$ cat src/rtl/mips_ctrl_pkg.sv
// Shared encodings for the multi-cycle control FSM: opcode/funct constants,
// FSM states, instruction classes and the datapath select encodings.
package mips_ctrl_pkg;

  localparam logic [5:0] OP_RTYPE = 6'b000000;
  localparam logic [5:0] OP_J     = 6'b000010;
  localparam logic [5:0] OP_JAL   = 6'b000011;
  localparam logic [5:0] OP_BEQ   = 6'b000100;
  localparam logic [5:0] OP_BNE   = 6'b000101;
  localparam logic [5:0] OP_ADDI  = 6'b001000;
  localparam logic [5:0] OP_XORI  = 6'b001110;
  localparam logic [5:0] OP_LW    = 6'b100011;
  localparam logic [5:0] OP_SW    = 6'b101011;

  localparam logic [5:0] FN_JR    = 6'b001000;
  localparam logic [5:0] FN_ADD   = 6'b100000;
  localparam logic [5:0] FN_SUB   = 6'b100010;
  localparam logic [5:0] FN_SLT   = 6'b101010;

  typedef enum logic [2:0] {
    S_FETCH  = 3'd0,
    S_DECODE = 3'd1,
    S_EXEC   = 3'd2,
    S_MEM    = 3'd3,
    S_WB     = 3'd4,
    S_TRAP   = 3'd5
  } state_t;

  typedef enum logic [2:0] {
    ALU_ADD = 3'd0,
    ALU_SUB = 3'd1,
    ALU_XOR = 3'd2,
    ALU_SLT = 3'd3
  } alu_op_t;

  typedef enum logic [1:0] {
    PC_PLUS4  = 2'd0,
    PC_BRANCH = 2'd1,
    PC_JUMP   = 2'd2,
    PC_RS     = 2'd3
  } pc_src_t;

  typedef enum logic [1:0] {
    DST_RT   = 2'd0,
    DST_RD   = 2'd1,
    DST_LINK = 2'd2
  } reg_dst_t;

  typedef enum logic [1:0] {
    WB_ALU = 2'd0,
    WB_MEM = 2'd1,
    WB_PC  = 2'd2
  } wb_sel_t;

  typedef enum logic [3:0] {
    IC_RALU = 4'd0,
    IC_JR   = 4'd1,
    IC_LW   = 4'd2,
    IC_SW   = 4'd3,
    IC_J    = 4'd4,
    IC_JAL  = 4'd5,
    IC_BEQ  = 4'd6,
    IC_BNE  = 4'd7,
    IC_ADDI = 4'd8,
    IC_XORI = 4'd9,
    IC_NONE = 4'd15
  } iclass_t;

endpackage

$ cat src/rtl/ctrl_op_classify.sv
// Combinational opcode/funct decode into an instruction class, a legal flag
// and the ALU operation used by R-type arithmetic.
module ctrl_op_classify
  import mips_ctrl_pkg::*;
(
  input  logic [5:0] i_opcode,
  input  logic [5:0] i_funct,
  output logic [3:0] o_class,
  output logic       o_legal,
  output logic [2:0] o_alu_op
);

  iclass_t w_class;
  alu_op_t w_alu_op;

  always_comb begin
    w_class  = IC_NONE;
    w_alu_op = ALU_ADD;
    case (i_opcode)
      OP_RTYPE: begin
        case (i_funct)
          FN_ADD: begin
            w_class  = IC_RALU;
            w_alu_op = ALU_ADD;
          end
          FN_SUB: begin
            w_class  = IC_RALU;
            w_alu_op = ALU_SUB;
          end
          FN_SLT: begin
            w_class  = IC_RALU;
            w_alu_op = ALU_SLT;
          end
          FN_JR:   w_class = IC_JR;
          default: w_class = IC_NONE;
        endcase
      end
      OP_LW:   w_class = IC_LW;
      OP_SW:   w_class = IC_SW;
      OP_J:    w_class = IC_J;
      OP_JAL:  w_class = IC_JAL;
      OP_BEQ:  w_class = IC_BEQ;
      OP_BNE:  w_class = IC_BNE;
      OP_ADDI: w_class = IC_ADDI;
      OP_XORI: w_class = IC_XORI;
      default: w_class = IC_NONE;
    endcase
  end

  assign o_class  = w_class;
  assign o_legal  = (w_class != IC_NONE);
  assign o_alu_op = w_alu_op;

endmodule

$ cat src/rtl/multicycle_ctrl_fsm.sv
// Multi-cycle FETCH/DECODE/EXEC/MEM/WB control FSM for the single-issue datapath.
// Optional retired-instruction counter enabled by defining INSTR_COUNT_EN.
module multicycle_ctrl_fsm
  import mips_ctrl_pkg::*;
#(
  parameter int CNT_W    = 32,
  parameter int LINK_REG = 31
) (
  input  logic             clk,
  input  logic             reset,
  input  logic [5:0]       opcode,
  input  logic [5:0]       funct,
  input  logic             alu_zero,
  input  logic             mem_ready,
  output logic             mem_req,
  output logic             mem_we,
  output logic             mem_addr_sel,
  output logic             ir_we,
  output logic             pc_we,
  output logic [1:0]       pc_src,
  output logic             reg_we,
  output logic [1:0]       reg_dst,
  output logic [1:0]       wb_sel,
  output logic             alu_src_imm,
  output logic             imm_zext,
  output logic [2:0]       alu_op,
  output logic             retired,
  output logic             illegal,
`ifdef INSTR_COUNT_EN
  output logic [CNT_W-1:0] instr_count,
`endif
  output logic [2:0]       o_dbg_state
);

  // Memory handshake: mem_req is held with a stable address select until a
  // cycle in which mem_ready is high; that cycle completes the request.
  // mem_ready in any cycle without mem_req is ignored.

  state_t     r_state;
  logic       r_illegal;

  logic [3:0] w_class_bits;
  iclass_t    w_class;
  logic       w_legal;
  logic [2:0] w_rfn_alu_op;

  logic       w_mem_req;
  logic       w_mem_we;
  logic       w_addr_sel;
  logic       w_ir_we;
  logic       w_pc_we;
  logic       w_reg_we;
  logic       w_alu_src_imm;
  logic       w_imm_zext;
  logic       w_retired;
  pc_src_t    w_pc_src;
  reg_dst_t   w_reg_dst;
  wb_sel_t    w_wb_sel;
  alu_op_t    w_alu_op;
  logic       w_live;

  ctrl_op_classify u_classify (
    .i_opcode (opcode),
    .i_funct  (funct),
    .o_class  (w_class_bits),
    .o_legal  (w_legal),
    .o_alu_op (w_rfn_alu_op)
  );

  assign w_class = iclass_t'(w_class_bits);

  // IR is only loaded at the end of FETCH, so opcode stays valid for the
  // whole instruction and later states can keep decoding it.
  always_ff @(posedge clk) begin
    if (reset) begin
      r_state   <= S_FETCH;
      r_illegal <= 1'b0;
    end else begin
      case (r_state)
        S_FETCH: begin
          if (mem_ready) r_state <= S_DECODE;
        end
        S_DECODE: begin
          if (w_legal) begin
            r_state <= S_EXEC;
          end else begin
            r_state   <= S_TRAP;
            r_illegal <= 1'b1;
          end
        end
        S_EXEC: begin
          case (w_class)
            IC_LW, IC_SW:               r_state <= S_MEM;
            IC_RALU, IC_ADDI, IC_XORI:  r_state <= S_WB;
            default:                    r_state <= S_FETCH;
          endcase
        end
        S_MEM: begin
          if (mem_ready) r_state <= (w_class == IC_SW) ? S_FETCH : S_WB;
        end
        S_WB:    r_state <= S_FETCH;
        S_TRAP:  r_state <= S_TRAP;
        default: r_state <= S_FETCH;
      endcase
    end
  end

  always_comb begin
    w_mem_req     = 1'b0;
    w_mem_we      = 1'b0;
    w_addr_sel    = 1'b0;
    w_ir_we       = 1'b0;
    w_pc_we       = 1'b0;
    w_reg_we      = 1'b0;
    w_alu_src_imm = 1'b0;
    w_imm_zext    = 1'b0;
    w_retired     = 1'b0;
    w_pc_src      = PC_PLUS4;
    w_reg_dst     = DST_RT;
    w_wb_sel      = WB_ALU;
    w_alu_op      = ALU_ADD;
    case (r_state)
      S_FETCH: begin
        w_mem_req = 1'b1;
        if (mem_ready) begin
          w_ir_we  = 1'b1;
          w_pc_we  = 1'b1;
          w_pc_src = PC_PLUS4;
        end
      end
      S_EXEC: begin
        case (w_class)
          IC_RALU: w_alu_op = alu_op_t'(w_rfn_alu_op);
          IC_ADDI, IC_LW, IC_SW: w_alu_src_imm = 1'b1;
          IC_XORI: begin
            w_alu_op      = ALU_XOR;
            w_alu_src_imm = 1'b1;
            w_imm_zext    = 1'b1;
          end
          IC_BEQ, IC_BNE: begin
            w_alu_op  = ALU_SUB;
            w_pc_src  = PC_BRANCH;
            w_pc_we   = (w_class == IC_BEQ) ? alu_zero : ~alu_zero;
            w_retired = 1'b1;
          end
          IC_J: begin
            w_pc_we   = 1'b1;
            w_pc_src  = PC_JUMP;
            w_retired = 1'b1;
          end
          IC_JAL: begin
            // Link register takes PC, which already holds PC+4 after FETCH.
            w_pc_we   = 1'b1;
            w_pc_src  = PC_JUMP;
            w_reg_we  = 1'b1;
            w_reg_dst = DST_LINK;
            w_wb_sel  = WB_PC;
            w_retired = 1'b1;
          end
          IC_JR: begin
            w_pc_we   = 1'b1;
            w_pc_src  = PC_RS;
            w_retired = 1'b1;
          end
          default: ;
        endcase
      end
      S_MEM: begin
        w_mem_req  = 1'b1;
        w_addr_sel = 1'b1;
        w_mem_we   = (w_class == IC_SW);
        w_retired  = mem_ready && (w_class == IC_SW);
      end
      S_WB: begin
        w_reg_we  = 1'b1;
        w_reg_dst = (w_class == IC_RALU) ? DST_RD : DST_RT;
        w_wb_sel  = (w_class == IC_LW) ? WB_MEM : WB_ALU;
        w_retired = 1'b1;
      end
      default: ;
    endcase
  end

  // Reset idles the whole control bundle in the same cycle, abandoning any
  // outstanding memory request.
  assign w_live       = ~reset;
  assign mem_req      = w_mem_req & w_live;
  assign mem_we       = w_mem_we & w_live;
  assign mem_addr_sel = w_addr_sel & w_live;
  assign ir_we        = w_ir_we & w_live;
  assign pc_we        = w_pc_we & w_live;
  assign pc_src       = w_live ? w_pc_src : 2'd0;
  assign reg_we       = w_reg_we & w_live;
  assign reg_dst      = w_live ? w_reg_dst : 2'd0;
  assign wb_sel       = w_live ? w_wb_sel : 2'd0;
  assign alu_src_imm  = w_alu_src_imm & w_live;
  assign imm_zext     = w_imm_zext & w_live;
  assign alu_op       = w_live ? w_alu_op : 3'd0;
  assign retired      = w_retired & w_live;
  assign illegal      = r_illegal;
  assign o_dbg_state  = r_state;

`ifdef INSTR_COUNT_EN
  logic [CNT_W-1:0] r_instr_count;

  always_ff @(posedge clk) begin
    if (reset) begin
      r_instr_count <= '0;
    end else if (retired) begin
      r_instr_count <= r_instr_count + 1'b1;
    end
  end

  assign instr_count = r_instr_count;

  logic w_unused_cfg;
  assign w_unused_cfg = (LINK_REG == 31);
`else
  logic w_unused_cfg;
  assign w_unused_cfg = (LINK_REG == 31) ^ (CNT_W == 32);
`endif

endmodule

$ cat config.mk
export PLATFORM = sky130hd
export DESIGN_NAME = multicycle_ctrl_fsm
export DESIGN_NICKNAME = d
export VERILOG_FILES = /design/src/rtl/mips_ctrl_pkg.sv /design/src/rtl/ctrl_op_classify.sv /design/src/rtl/multicycle_ctrl_fsm.sv
export SDC_FILE = /design/constraint.sdc
export NUM_CORES = 1
export LEC_CHECK = 0
export CORE_MARGIN = 2
export CORE_UTILIZATION = 42
export DETAILED_ROUTE_END_ITERATION = 8
export GPL_TIMING_DRIVEN = 0
export HOLD_SLACK_MARGIN = 0.12
export PLACE_DENSITY = 0.86
export SLEW_MARGIN = 10
export SYNTH_ARGS = -nofsm -noshare
export SYNTH_HDL_FRONTEND = slang
export SYNTH_SLANG_ARGS = --single-unit
$ cat constraint.sdc
create_clock -name clk -period 3.1 [get_ports clk]
set_input_delay 0.775 -clock clk [delete_from_list [all_inputs] [get_ports clk]]
set_output_delay 0.775 -clock clk [all_outputs]
set_load 0.01 [all_outputs]
# Word-level counts from Yosys, hierarchy flattened

Index checks and enable logic that the tools add are counted.

Logic and storage cells: 97
Input port bits: 16
Register bits: 4
Output and inout bits: 22

Mux-type cells: 39
Reductions and logical operators: 15
Equal/unequal tests: 29
Bitwise operators: 12

Operators with widths:

| operator           | number |
|---|---|
| $pmux 4 s9         | 1 |
| $eq 6x6->1 const B | 5 |
| $mux 3             | 7 |
| $eq 6x4->1 const B | 3 |
| $eq 4x3->1 const B | 4 |
| $pmux 3 s5         | 1 |
| $mux 1             | 14 |
| $eq 6x2->1 const B | 2 |
| $eq 6x3->1 const B | 2 |
| $pmux 2 s2         | 3 |
| $mux 2             | 5 |
| $and 1x1->1        | 9 |
| $pmux 3 s3         | 1 |
| $reduce_or 3->1    | 3 |
| $eq 4x2->1 const B | 2 |
| $eq 4x4->1 const B | 2 |
| $pmux 4 s2         | 1 |
| $reduce_or 2->1    | 4 |
| $eq 3x2->1 const B | 2 |
| $eq 3x3->1 const B | 2 |
| $logic_not 6->1    | 1 |
| $pmux 1 s2         | 3 |
| $pmux 2 s3         | 1 |
| $pmux 3 s2         | 1 |
| 12 further kinds   | 16 |

# Logic depth before layout (Yosys ltp)

Word-level depth: 9
Gate-level depth with buffers: 7
Depth with buffers taken out: 6

# Hierarchy

Synthesis repeated with hierarchy kept, for this count alone.

Cell total of the unflattened synthesis: 118
Area, all modules: 833.3 sq um

By module, submodules not included:

| module              | sequential area each (sq um) | times used | area an instance (sq um) | cells each |
|---|---|---|---|---|
| multicycle_ctrl_fsm | 80.1                         | 1          | 543.0                    | 76 |
| ctrl_op_classify    | 0.0                          | 1          | 290.3                    | 42 |

# Worst setup path after synthesis

OpenSTA, ideal clock, no wires.

Path type: input -> output
Start: input opcode[5]
End: output retired
Arrival time: 2.197 ns
Stages on the path: 7
Slack: 0.128 ns
Data required time: 2.325 ns
Path through: buf_4 nor3_4 o211ai_1 nor3b_2 or3b_4 a221o_1 nand2_1

Longest elaborated chain between the ends: 7

Ends and longest elaborated chain:

| item                                            | line                       | RTL |
|---|---|---|
| start: declaration                              | multicycle_ctrl_fsm.sv:11  | `input logic [5:0] opcode,` |
| $eq 6x4->1, or another cell as far along        | ctrl_op_classify.sv:19     | `case (i_opcode)` |
| $pmux 4 s9 (*)                                  | ctrl_op_classify.sv:19     |  |
| $eq 4x3->1 / $eq 4x1->1 (equally long branches) | multicycle_ctrl_fsm.sv:132 | `case (w_class)` |
| $reduce_or 5->1 (no source line)                | -                          |  |
| $mux 1                                          | multicycle_ctrl_fsm.sv:132 |  |
| $pmux 1 s3 (*)                                  | multicycle_ctrl_fsm.sv:122 | `case (r_state)` |
| $and 1x1->1 (*)                                 | multicycle_ctrl_fsm.sv:199 | `assign retired = w_retired & w_live;` |
| end: declaration                                | multicycle_ctrl_fsm.sv:27  | `output logic retired,` |

Mark *: on every way between the ends. The rest lies on a longest branch, timed or not.

# Final worst setup path

Start: input funct[2]
End: output pc_we

Longest elaborated chain between the ends: 9

Ends and longest elaborated chain:

| item                                                           | line                       | RTL |
|---|---|---|
| start: declaration                                             | multicycle_ctrl_fsm.sv:12  | `input logic [5:0] funct,` |
| $eq 6x6->1                                                     | ctrl_op_classify.sv:21     | `case (i_funct)` |
| $reduce_or 3->1 (no source line)                               | -                          |  |
| $pmux 4 s2 (*)                                                 | ctrl_op_classify.sv:21     |  |
| $pmux 4 s9 (*)                                                 | ctrl_op_classify.sv:19     |  |
| $eq 4x3->1, or another cell as far along                       | multicycle_ctrl_fsm.sv:132 |  |
| $reduce_or 3->1 (no source line), or another cell as far along | -                          |  |
| $pmux 1 s2 (*)                                                 | multicycle_ctrl_fsm.sv:132 |  |
| $pmux 1 s2 (*)                                                 | multicycle_ctrl_fsm.sv:122 |  |
| $and 1x1->1 (*)                                                | multicycle_ctrl_fsm.sv:191 | `assign pc_we = w_pc_we & w_live;` |
| end: declaration                                               | multicycle_ctrl_fsm.sv:19  | `output logic pc_we,` |

Marked as above.

==> results.yml <==
clocking:
  clock_sinks: 4
  htree_levels: 1
  clk_pin_slew_worst_paths_ps: 30
  cts_buffers: 3
  clk-insertion-delay-late_ps: 250
  cell_at_the_root_of_the_clock_tree: "sky130_fd_sc_hd__clkbuf_4"
  tritoncts_clock_tree: "built"
  cts_buffer_depth: 2
setup_path:
  critical_path_peak_fanout: 4
  worst-r2r-setup-slack_ps: 1210
  crit_chain: "buf_6 -> or4b_4 -> o211ai_1 -> nor3b_2 -> or3b_4 -> nand3_2 -> a22o_1 -> buf_2"
  startpoint_type: "input port"
  cp.arrival_ps: 2570
  crit_family: "simple AND/OR/NAND/NOR gates"
  r2r_cells: 6
  timing.critical_path.required_ps: 2320
  path_buf_inv: 2
  r2r_end: "o_dbg_state[2]"
  slowest_delay_ps: 520
  worst_path_max_delay_cell: "sky130_fd_sc_hd__or4b_4"
  crit_path_kind: "in2out"
  reg2reg_from: "o_dbg_state[1]"
  timing.critical_path.to_type: "primary output"
synthesis:
  synth_seq_area_share: 0.09384
  synth_area_per_cell_sq_um: 6.938
  synth-edff-count: 0
  synth_area_leaders: "sky130_fd_sc_hd__dfxtp_1, sky130_fd_sc_hd__nor2_1, sky130_fd_sc_hd__nor3_1, sky130_fd_sc_hd__buf_6, sky130_fd_sc_hd__nand2_1"
  synth_fp_nets: 139
  netlist_area_sq_um: 853.3
  synth_seq_cells: 4
  synth_top_area_share: 0.09384
  synth_area_leader_cell: "sky130_fd_sc_hd__dfxtp_1"
  synth_ff_type: "sky130_fd_sc_hd__dfxtp_1"
  yosysWarnings: 0
  async_flop_share: 0
  synthDistinctLibCells: 45
  netlist_instances: 123
route:
  drt-pass1-iter-count: 4
  drt_iter0_drc: 40
  route.detailed.vias_per_inst: 5.924
  antenna_left: 0
  routed-via-count: 1167
  route.final.wire_length_um: 3006
  post-route-drc-count: 0
  detail_route.wl_per_cell_um: 15.26
outcome:
  run_status: "finished with violations"
  violated_checks: "setup timing"
floorplanning:
  design.portCount: 38
  floorplan.die.height_um: 49.08
  dieWidth_um: 49.08
  start_util: 0.4394
  core_region_area_sq_mm: 0.001942
  die_footprint_sq_mm: 0.002408
  site_rows: 16
power_and_ir_drop:
  power_per_cell_area_mw_per_mm2: 192.1
  p_switching_uw: 102.0
  ir_worst_vdd_v: 0.0001538
  post-layout-total-power_uw: 270.2
  share_of_power_burned_in_combinational_logic: 0.521
  seqPwrFrac: 0.216
  power.leakage_nw: 0.5639
  p_sw_frac: 0.3774
  internal_power_uw: 168.2
  clock_power_share: 0.263
global_routing:
  grt_max_degree: 11
  grt_util_all_layers: 0.2277
  overflow_after_grt: 0
  vias_in_the_first_global_route: 1008
  antenna_found_initial: 0
  grt_pass1_wl_um: 4353
layout:
  finish.net_count: 188
  flow.area_growth_from_synthesis_pct: 64.81
  final_cells: 197
  antenna_cells: 0
  drive_above_1_share: 0.3824
  layout.core_utilization: 0.7242
timing:
  min_period_over_period: 1.079
  report.final.setup_viol: 6
  timing_hold_violations_final: 0
  totalNegativeSetupSlack_ps: -472.5
  fin_skew_ps: 10.32
  rsz0062_at_grt: "yes"
  timing.final.max_slew_violations: 0
  final.setup.worst_slack_ps: -244.1
  fmax_mhz: 299.0
  period_minus_slack_ps: 3344
min_path:
  start_point_of_the_worst_hold_path: "illegal"
  hold_path_depth: 2
  min_path_type: "reg2reg"
  hold_path_end: "illegal"
placed_design:
  finalWeightedCongestion: 0.8789
  dpl.cell_count: 182
  numPortBuffers: 32
  detailedPlacementHpwl_um: 1839
run:
  maxCapViolCount: 0
-- sequential cells by signal, indices dropped and copies added (netlist names) --
name,cells
illegal,1
o_dbg_state,3
-- cells in the final DEF, fill, tap and decap left out, types with 2 or more instances in the layout --
master and count:
sky130_fd_sc_hd__nand2_1 8, sky130_fd_sc_hd__clkbuf_1 5, sky130_fd_sc_hd__clkbuf_2 5, sky130_fd_sc_hd__o211ai_1 2, sky130_fd_sc_hd__buf_4 17, sky130_fd_sc_hd__clkbuf_4 3, sky130_fd_sc_hd__nor3_4 3, sky130_fd_sc_hd__dlygate4sd2_1 5
sky130_fd_sc_hd__o21ai_0 3, sky130_fd_sc_hd__buf_6 5, sky130_fd_sc_hd__nor2b_1 4, sky130_fd_sc_hd__dfxtp_1 4, sky130_fd_sc_hd__nor2_1 12, sky130_fd_sc_hd__nor3_2 3, sky130_fd_sc_hd__nand3_1 5, sky130_fd_sc_hd__nand4bb_4 2
sky130_fd_sc_hd__a21oi_1 8, sky130_fd_sc_hd__buf_2 7, sky130_fd_sc_hd__inv_1 4, sky130_fd_sc_hd__nand2b_1 2, sky130_fd_sc_hd__clkdlybuf4s50_1 10, sky130_fd_sc_hd__and3b_1 2, sky130_fd_sc_hd__xor2_1 2, sky130_fd_sc_hd__nor3_1 7
sky130_fd_sc_hd__nand4_1 2, sky130_fd_sc_hd__nor4_1 2, sky130_fd_sc_hd__a31oi_1 2, sky130_fd_sc_hd__nand2_2 3, sky130_fd_sc_hd__buf_12 2
-- repair_timing --
| item | CTS | global route |
|---|---|---|
| hold buffers | 0 | 0 |
| cloned | 0 | 0 |
| buffers inserted | 5 | 8 |
| endpoints found under the hold margin | 0 | 0 |
| endpoints found under the setup margin | 14 | 11 |
| pin swaps | 7 | 12 |
| resized for setup | 70 | 36 |
-- cell usage after synthesis (all sizes together), types with 2 or more instances --
cell,n
nor2,13
nor3,13
nand2,11
a21oi,8
buf,8
nand3,6
clkbuf,5
nor2b,5
dfxtp,4
inv,4
nor4,4
a31oi,3
o21ai,3
xor2,3
and2,2
and3b,2
nand2b,2
nand4,2
nand4bb,2
o211ai,2
or4b,2
-- power by group through the flow --
stage	clock network, mW	registers, mW	logic (mW)
2_1_floorplan	0	0.0604	0.0659
3_3_place_gp	0	0.0587	0.110
3_5_place_dp	0	0.0590	0.113
4_1_cts	0.0713	0.0582	0.121
5_1_grt	0.0736	0.0588	0.151
6_report	0.0711	0.0582	0.141
-- final cells by class --
type	count	area (sq um)
multi-input cells	102	793.3
fillers	166	535.5
repair buffers	44	342.8
plain buffers	13	118.9
flip-flops and latches	4	80.08
well taps	27	33.78
clock buffers	3	22.52
inverters	4	15.01
-- cell families (layout without fill, tap and decap cells) --
kind of cell,after synthesis,in the layout,share of synthesized area
AND/OR/NAND/NOR,70,70,0.5147
AO/OA/AOI/OAI,27,27,0.2214
flip-flops,4,4,0.09385
buffers and inverters,17,64,0.1246
other,1,1,0.004395
XOR/XNOR,4,4,0.04106
-- per-stage QoR --
step / setup WS, ps / instance area [sq um] / hold WS [ps]
after detailed placement: -969.3 / 1207 / 476.9
final: -244.1 / 1406 / 474.9
after global placement: -919.8 / 1207 / 461.0
after floorplan: 127.5 / 853.3 / 502.9
after global routing: -320.3 / 1406 / 540.6
after CTS: -148.1 / 1294 / 485.4
-- worst register-to-register path: stages (launching register included) --
cell and delay, ps:
sky130_fd_sc_hd__dfxtp_1 320, sky130_fd_sc_hd__clkbuf_1 350, sky130_fd_sc_hd__inv_1 190, sky130_fd_sc_hd__nor2_1 160, sky130_fd_sc_hd__nand2_1 90, sky130_fd_sc_hd__clkbuf_1 230
sky130_fd_sc_hd__o311ai_1 430
-- worst max-delay path by stage --
| stage | from | end | cells after the start |
|---|---|---|---|
| 2_1_floorplan | opcode[5] | retired | 7 |
| 3_3_place_gp | opcode[3] | retired | 9 |
| 3_5_place_dp | opcode[1] | retired | 8 |
| 4_1_cts | funct[4] | pc_we | 9 |
| 5_1_grt | funct[2] | pc_we | 8 |
| 6_report | funct[2] | pc_we | 8 |
-- metal layers --
metal / part of all wire / GRT usage
met1: 0.35 / 0.2326
met2: 0.55 / 0.4437
met3: 0.070 / 0.03374
met4: 0.030 / 0.1048
met5: 0 / 0
No activity file was read; power rests on OpenSTA's default activity.
